`config.mk`:
```
export PLATFORM = sky130hd
export DESIGN_NAME = mem_arb2
export DESIGN_NICKNAME = d
export VERILOG_FILES = /design/src/rtl/mem_arb2.sv
export SDC_FILE = /design/constraint.sdc
export NUM_CORES = 1
export LEC_CHECK = 0
export ABC_AREA = 1
export BUFFER_PORTS_ARGS = -buffer_cell sky130_fd_sc_hd__buf_2
export CORE_AREA = 2 2 99 101
export CTS_CLUSTER_SIZE = 20
export DETAILED_ROUTE_END_ITERATION = 8
export DIE_AREA = 0 0 101 103
export PLACE_DENSITY = 0.51
export SYNTH_ARGS = -nofsm -noshare
export SYNTH_HDL_FRONTEND = slang
export SYNTH_SLANG_ARGS = --single-unit
```
`constraint.sdc`:
```
create_clock -name clk -period 1.7 [get_ports clk]
set_input_delay 0.255 -clock clk [delete_from_list [all_inputs] [get_ports clk]]
set_output_delay 0.255 -clock clk [all_outputs]
set_load 0.01 [all_outputs]
```
`src/rtl/mem_arb2.sv`:
```
// Two-port round-robin arbiter in front of a single-port synchronous memory.
// Issues at most one command per cycle and steers one-cycle read data back to its issuer.
module mem_arb2 #(
  parameter int WORD = 32,
  parameter int ADDR = 16
) (
  input  logic            clk,
  input  logic            rst_n,
  input  logic            req0,
  input  logic            req1,
  input  logic            we0,
  input  logic            we1,
  input  logic [ADDR-1:0] addr0,
  input  logic [ADDR-1:0] addr1,
  input  logic [WORD-1:0] wdata0,
  input  logic [WORD-1:0] wdata1,
  output logic            gnt0,
  output logic            gnt1,
  output logic            rvalid0,
  output logic            rvalid1,
  output logic [WORD-1:0] rdata0,
  output logic [WORD-1:0] rdata1,
  output logic [ADDR-1:0] mem_A,
  output logic            mem_W,
  output logic [WORD-1:0] mem_D,
  input  logic [WORD-1:0] mem_Q
);

  logic last;
  logic rd_pend;
  logic rd_port;
  logic grant;

  // Under contention the port that did not win last time is favoured.
  always_comb begin
    gnt0 = 1'b0;
    gnt1 = 1'b0;
    if (rst_n) begin
      if (req0 && req1) begin
        gnt0 = last;
        gnt1 = ~last;
      end else begin
        gnt0 = req0;
        gnt1 = req1;
      end
    end
  end

  assign grant = gnt0 | gnt1;

  always_comb begin
    mem_A = '0;
    mem_W = 1'b0;
    mem_D = '0;
    if (gnt0) begin
      mem_A = addr0;
      mem_W = we0;
      mem_D = wdata0;
    end else if (gnt1) begin
      mem_A = addr1;
      mem_W = we1;
      mem_D = wdata1;
    end
  end

  // rd_port keeps its value on idle cycles; only rd_pend qualifies it.
  always_ff @(posedge clk or negedge rst_n) begin
    if (!rst_n) begin
      last    <= 1'b1;
      rd_pend <= 1'b0;
      rd_port <= 1'b0;
    end else begin
      rd_pend <= grant & ~mem_W;
      if (grant) begin
        last    <= gnt1;
        rd_port <= gnt1;
      end
    end
  end

  assign rvalid0 = rd_pend & ~rd_port;
  assign rvalid1 = rd_pend & rd_port;
  assign rdata0  = mem_Q;
  assign rdata1  = mem_Q;

endmodule
```
## Word-level counts from Yosys, hierarchy flattened

Cells that the tools add are included.

| word-level totals | value |
|---|---|
| bits in registers | 3 |

| operators by class | value |
|---|---|
| mux-type cells | 10 |
| bitwise logic cells | 7 |
| reductions and logical operators | 1 |

Operators with widths:

| kind | number |
|---|---|
| $mux W32 | 2 |
| $mux W16 | 2 |
| $mux W1 | 6 |
| $and A1 B1 Y1 | 3 |
| $not A1 Y1 | 3 |
| $logic_and A1 B1 Y1 | 1 |
| $or A1 B1 Y1 | 1 |

## Logic depth before layout (Yosys ltp)

Gate-level depths: netlist of run 1.

| depth | value |
|---|---|
| depth in word-level cells | 7 |
| depth in mapped cells | 8 |
| mapped depth without buffers | 6 |

## Worst setup path before layout of run 1

OpenSTA, ideal clock, no wires.

| path | value |
|---|---|
| kind | reg-to-output |
| from | register last |
| to | output port mem_A[0] |
| arrival | 1.181 ns |
| data required time | 1.445 ns |
| slack | 0.264 ns |
| cell stages (with the launch flop) | 6 |
| buffers on the path | 1 |
| path through | dfstp_2 inv_1 a21oi_2 clkbuf_1 nand2_1 nand2_1 |

| between the ends | value |
|---|---|
| cells in the longest elaborated chain, start to end | 5 |
| elaborated cells on any way between the ends | 7 |
| classes of those cells | 6 x mux; 1 x bitwise |

Ends and longest elaborated chain:

| what | line | source |
|---|---|---|
| start, declared | 29 | `logic last;` |
| start signal, assigned | 75 | `last <= gnt1;` |
| $not A1 Y1 | 41 | `gnt1 = ~last;` |
| $mux W1 | 39 | `if (req0 && req1) begin` |
| $mux W1 | 38 | `if (rst_n) begin` |
| $mux W16 | 59 | `end else if (gnt1) begin` |
| $mux W16 (*) | 55 | `if (gnt0) begin` |
| end, declared | 23 | `output logic [ADDR-1:0] mem_A,` |

Every way passes the cells marked *; elsewhere a longest branch is shown, timed or not.

## Worst setup path after layout of run 1

| path | value |
|---|---|
| from | register last |
| to | output port mem_D[23] |

| between the ends | value |
|---|---|
| cells in the longest elaborated chain, start to end | 5 |
| elaborated cells on any way between the ends | 7 |
| classes of those cells | 6 x mux; 1 x bitwise |

Ends and longest elaborated chain:

| what | line | source |
|---|---|---|
| $not A1 Y1 | 41 |  |
| $mux W1 | 39 |  |
| $mux W1 | 38 |  |
| $mux W32 | 59 |  |
| $mux W32 (*) | 55 |  |
| end, declared | 25 | `output logic [WORD-1:0] mem_D,` |

Marks and branches as above.

==> out/results.ini, run 1 <==
[timing]
fin_crit_ns=1.72
fin_crit_sh_pct=101
fmax_ghz=0.582
tightestPinTransition_ns=0.201
finalHoldViolCount=0
skew_ns=0.00118
maxSlewHeadroom_pct=86.5
rsz0062_at_grt=yes
slew_violations=0
setup_viol=6
holdWs_ns=0.00790
setup_ws_ns=-0.0173
tns_ns=-0.0431

[floorplanning]
initial_core_util_pct=13.2
die_h_microns=103
die_x_microns=101
rows=36
die_area_sq_um=10400
core_area_sq_um=9460
ios=251

[clock_network]
root_buffer=clkbuf_8
cts_buffers=3
cts_max_path_buffers=2
clk_pin_slew_ns=0.03
cts_sinks=3
h-tree-depth=1
cts_tree=built
insertion_delay_ns=0.21

[placed_design]
dpl.cell_count=440
gp_congestion=0.725
dp_hpwl_microns=3630
placed_cell_area_sq_um=1690
port_buffers=154

[finish]
area_growth_pct=47.8
fin_cells=451
diodes=0
final_nets=472
drive_above_1_share_pct=51.6
final_cell_area_sq_um=1850

[outcome]
violations=setup timing
status=complete, but fails checks

[power_and_ir_drop]
pwr-share-clk_pct=25.5
power_frac_comb_pct=62.8
power_w=0.000796
max-vdd-ir-drop_v=0.000171
internal-power_w=0.000484
power_frac_seq_pct=11.7
p_sw_w=0.000312
powerDensity_nw_per_um2=431
p_leak_nw=1.27
swShare_pct=39.2

[setup_path]
timing.rr.start=last
worstSetupPathType=reg2out
cp.arrival_ns=1.46
crit_start=last
end_kind=primary output
cp.required_ns=1.44
cp_max_fo=24
worstSetupStartpointType=register

[global_routing]
track_usage_pct=7.09
antenna_found_initial=0
grt_max_degree=50
overflow=0
grt_pass1_wl_microns=5980
grt_pass1_vias=1406

[logic_synthesis]
synth_seq_cells=3
syn_nets=377
synthCells=243
synth_cell_type_count=13
syn_area_sq_um=1250
syn_area_per_cell_sq_um=5.14
yosysWarnings=0
synth_seq_area_share_pct=6.11

[detailed_routing]
antenna_left=0
initialDrtViolationCount=22
vias=1678
post_drt_wl_per_cell_microns=11.8
vias_per_cell=3.72
drcViolationCount=0
dr.pass1.iters=4
routed_wl_microns=5330

[run]
maxCapViolations=0

[min_path]
worstHoldPathType=in2async

## per-stage QoR
step | util, % | worst slack [ns]
after floorplan | - | 0.264
after global placement | 17.9 | 0.169
after detailed placement | 17.9 | 0.165
after CTS | 18.5 | -0.0372
after global routing | 19.5 | -0.107
final | 19.5 | -0.0173
## what timing repair did
item                                    CTS  global route
setup buffers                             0             1
pin swaps                                 1             1
endpoints found under the hold margin     2             0
endpoints found under the setup margin   48            48
gates cloned                              0             5
gates resized for setup                   3             3
hold buffers                              1             0
## power by group through the flow
stage               logic, W  registers (W)  clock network (W)
detailed placement  0.000454      0.0000929                  0
floorplan           0.000358      0.0000908                  0
finish              0.000500      0.0000928           0.000203
CTS                 0.000461      0.0000931           0.000209
global placement    0.000449      0.0000918                  0
global route        0.000559      0.0000942           0.000220
## worst max-delay path, cell delays in order (launching register included)
cell and delay, ns:
dfstp_2 0.53, inv_2 0.05, a21oi_4 0.20, buf_12 0.19
nand2_1 0.06, nand2_1 0.08, buf_2 0.14
## layout make-up
type	count	area, sq um
fillers	1109	7610
repair buffers	164	932
multi-input cells	160	624
well taps	114	143
flip-flops and latches	3	76.3
clock buffers	4	45.0
inverters	6	27.5
## registers in the layout (all words and copies together) (netlist names)
register,cells
rd_port,1
last,1
rd_pend,1
## layout by cell type (no fill, tap or decap)
master and n:
clkbuf_8 3, dfstp_2 1, dlygate4sd3_1 1, inv_2 2, buf_6 3, clkbuf_1 1, o21ai_0 1, inv_1 3
inv_6 1, clkbuf_16 2, buf_2 154, nand3_1 2, nand2_1 150, a21oi_4 1, buf_12 3, dfrtp_1 2
nor2_1 3, buf_4 1, nand2_2 3
## layer usage
layer  global-route usage, %  part of all wire [%]  vias up
met1                    7.11                    39      690
met5                       0                     0        -
li1                        -                     -      845
met4                    4.16                   3.6        0
met2                    13.6                    48      111
met3                    1.29                   9.3       32
## Yosys cell counts, drive strengths merged
cell	n	area, sq um
dfstp	1	26.3
dfrtp	2	50.1
nand2	153	574
clkbuf	1	3.75
nor2	3	11.3
nand3	2	10.0
a21oi	1	8.76
buf	73	538
inv	6	22.5
o21ai	1	5.00
## logic make-up after synthesis
logic type	after synthesis	share of synthesized area (%)
and+or+nand+nor	158	47.6
buffers and inverters	80	45.1
DFF	3	6.11
AOI/OAI and AO/OA	2	1.10
## path summary, 6_finish.rpt
| path | to | slack [ns] | cells past startpoint |
|---|---|---|---|
| setup / recovery | mem_D[23] | -0.02 | 6 |
| hold / removal | last | 0.008 | 1 |
| setup reg to reg | last | 0.69 | 4 |
| hold reg to reg | rd_port | 0.49 | 2 |
| max in group asynchronous | rd_pend | 1.16 | 2 |
| min in group clk | rd_pend | 0.35 | 4 |
Note: power is estimated with default switching activity, not from simulation.
==> run 2, diff against run 1 <==
--- a/config.mk
+++ b/config.mk
@@ -12,6 +12,7 @@
 export DETAILED_ROUTE_END_ITERATION = 8
 export DIE_AREA = 0 0 101 103
 export PLACE_DENSITY = 0.51
+export SETUP_SLACK_MARGIN = 0.05
 export SYNTH_ARGS = -nofsm -noshare
 export SYNTH_HDL_FRONTEND = slang
 export SYNTH_SLANG_ARGS = --single-unit
==> run 2 against run 1 <==
Net effect: the run still ends with setup timing left; sequential power barely moved; clock power is essentially flat; non-clock buffer count rose by 6; critical path type unchanged; largest power group unchanged; highest routed layer unchanged.
==> out/results.ini, run 2 (same netlist as run 1, synthesis figures left out) <==
[timing]
holdWs_ns=0.0108  ; +0.00291 ns
skew_ns=0.00127  ; +0.0000875 ns
slew_violations=0  ; unchanged
maxSlewHeadroom_pct=89.5  ; +3.0 points
tightestPinTransition_ns=0.155  ; -0.0463 ns
fmax_ghz=0.571  ; -2.0%
rsz0062_at_grt=yes
fin_crit_sh_pct=103  ; +2.1 points
setup_viol=36  ; +30
fin_crit_ns=1.75  ; +0.0355 ns
finalHoldViolCount=0  ; unchanged
setup_ws_ns=-0.0528  ; -0.0355 ns

[setup_path]
crit_start=last
cp.required_ns=1.44  ; about the same
cp.arrival_ns=1.50  ; +0.04 ns
end_kind=primary output
worstSetupPathType=reg2out
cp_max_fo=12  ; -50%
worstSetupStartpointType=register
timing.rr.start=last

[clock_network]
cts_sinks=3  ; unchanged
cts_tree=built
root_buffer=clkbuf_8
insertion_delay_ns=0.21  ; about the same
cts_buffers=3  ; unchanged
clk_pin_slew_ns=0.03  ; about the same
h-tree-depth=1  ; unchanged
cts_max_path_buffers=2  ; unchanged

[floorplanning]
initial_core_util_pct=13.2  ; unchanged
die_area_sq_um=10400  ; unchanged
die_h_microns=103  ; unchanged
ios=251  ; unchanged
rows=36  ; unchanged
core_area_sq_um=9460  ; unchanged
die_x_microns=101  ; unchanged

[outcome]
violations=setup timing
status=complete, but fails checks

[global_routing]
antenna_found_initial=0  ; unchanged
grt_pass1_vias=1518  ; +8.0%
overflow=0  ; unchanged
track_usage_pct=9.23  ; +2.1 points
grt_max_degree=25  ; -50%
grt_pass1_wl_microns=7270  ; +21%

[power_and_ir_drop]
p_leak_nw=1.41  ; +11%
powerDensity_nw_per_um2=425  ; -1.3%
max-vdd-ir-drop_v=0.000177  ; +4.0%
power_w=0.000909  ; +14%

[placed_design]
port_buffers=154  ; unchanged
gp_congestion=0.725  ; unchanged
dp_hpwl_microns=3630  ; unchanged

[finish]
final_common_cell=buf_2
fin_util_pct=22.6  ; +3.1 points
top_regs=last x1, rd_pend x1, rd_port x1
area_growth_pct=71.1
final_nets=478  ; +1.3%
final_cell_mix=147 x buf_2, 124 x nand2_1, 21 x nand2_2, 9 x buf_6, 8 x nand2_4
diodes=0  ; unchanged
drive_above_1_share_pct=60.1  ; +8.4 points

[detailed_routing]
dr.pass1.iters=4  ; unchanged
highest_layer=met4
wl_met3_microns=463  ; -6.3%
vias=1746  ; +4.1%
vias_per_cell=3.82  ; +2.7%
post_drt_wl_per_cell_microns=12.9  ; +8.8%
routed_wl_microns=5880  ; +10%
wl_met2_microns=3100  ; +20%
initialDrtViolationCount=38  ; +73%
antenna_left=0  ; unchanged
met1_length_microns=2120  ; +2.4%
drcViolationCount=0  ; unchanged

[run]
maxCapViolations=0  ; unchanged

[min_path]
worstHoldPathType=in2async

## run 2: cell types whose count changed in the layout (fill, tap and decap cells not counted)
cell / change
buf_16: +5
buf_2: -7
buf_4: +2
buf_6: +6
nand2_1: -26
nand2_2: +18
nand2_4: +8
## run 2: cell type report
type | count | area, sq um
Tap cell | 114 | 143
Fill cell | 1082 | 7320
Sequential cell | 3 | 76.3
Timing Repair Buffer | 170 | 1120
Multi-Input combinational cell | 160 | 729
Clock buffer | 4 | 45.0
Inverter | 6 | 27.5
## run 2: worst max-delay path: stages (launching register included)
cell       delay, ns
dfstp_2         0.53
inv_2           0.05
a21oi_4         0.15
buf_6           0.16
clkbuf_16       0.17
nand2_1         0.05
nand2_1         0.06
buf_2           0.12
## run 2: what timing repair did
action,in CTS,in global routing
resized for setup,21,33
hold buffers,1,0
endpoints found under the setup margin,48,49
pin swaps,9,8
gates cloned,5,2
setup buffers,5,0
endpoints found under the hold margin,2,0
## run 2: where the power goes
part	internal [W]	switching, W
registers	0.0000858	0.00000705
clock network	0.000160	0.0000432
logic	0.000310	0.000303
## run 2: per-stage QoR
step | instance area, sq um | instances | setup slack (ns) | setup TNS, ns
6_report | 2140 | 457 | -0.0528 | -0.973
5_1_grt | 2140 | 457 | -0.137 | -4.56
4_1_cts | 1960 | 455 | -0.0555 | -0.733
3_5_place_dp | 1690 | 440 | 0.165 | 0
3_3_place_gp | 1690 | 440 | 0.169 | 0
2_1_floorplan | 1250 | 243 | 0.264 | 0
## run 2: path summary, 6_finish.rpt
check / to / slack [ns] / depth (start not counted)
max in group asynchronous: rd_pend / 1.16 / 2
max reg2reg: rd_pend / 0.64 / 6
min in group clk: rd_pend / 0.35 / 4
min reg2reg: rd_port / 0.49 / 2
min: last / 0.01 / 1
max: mem_D[24] / -0.05 / 7
## run 2: routing by layer
metal | GRT usage (%) | vias to the layer above
met5 | 0 | -
met3 | 1.29 | 32
met1 | 8.93 | 746
met4 | 4.16 | 0
li1 | - | 859
met2 | 19.1 | 109
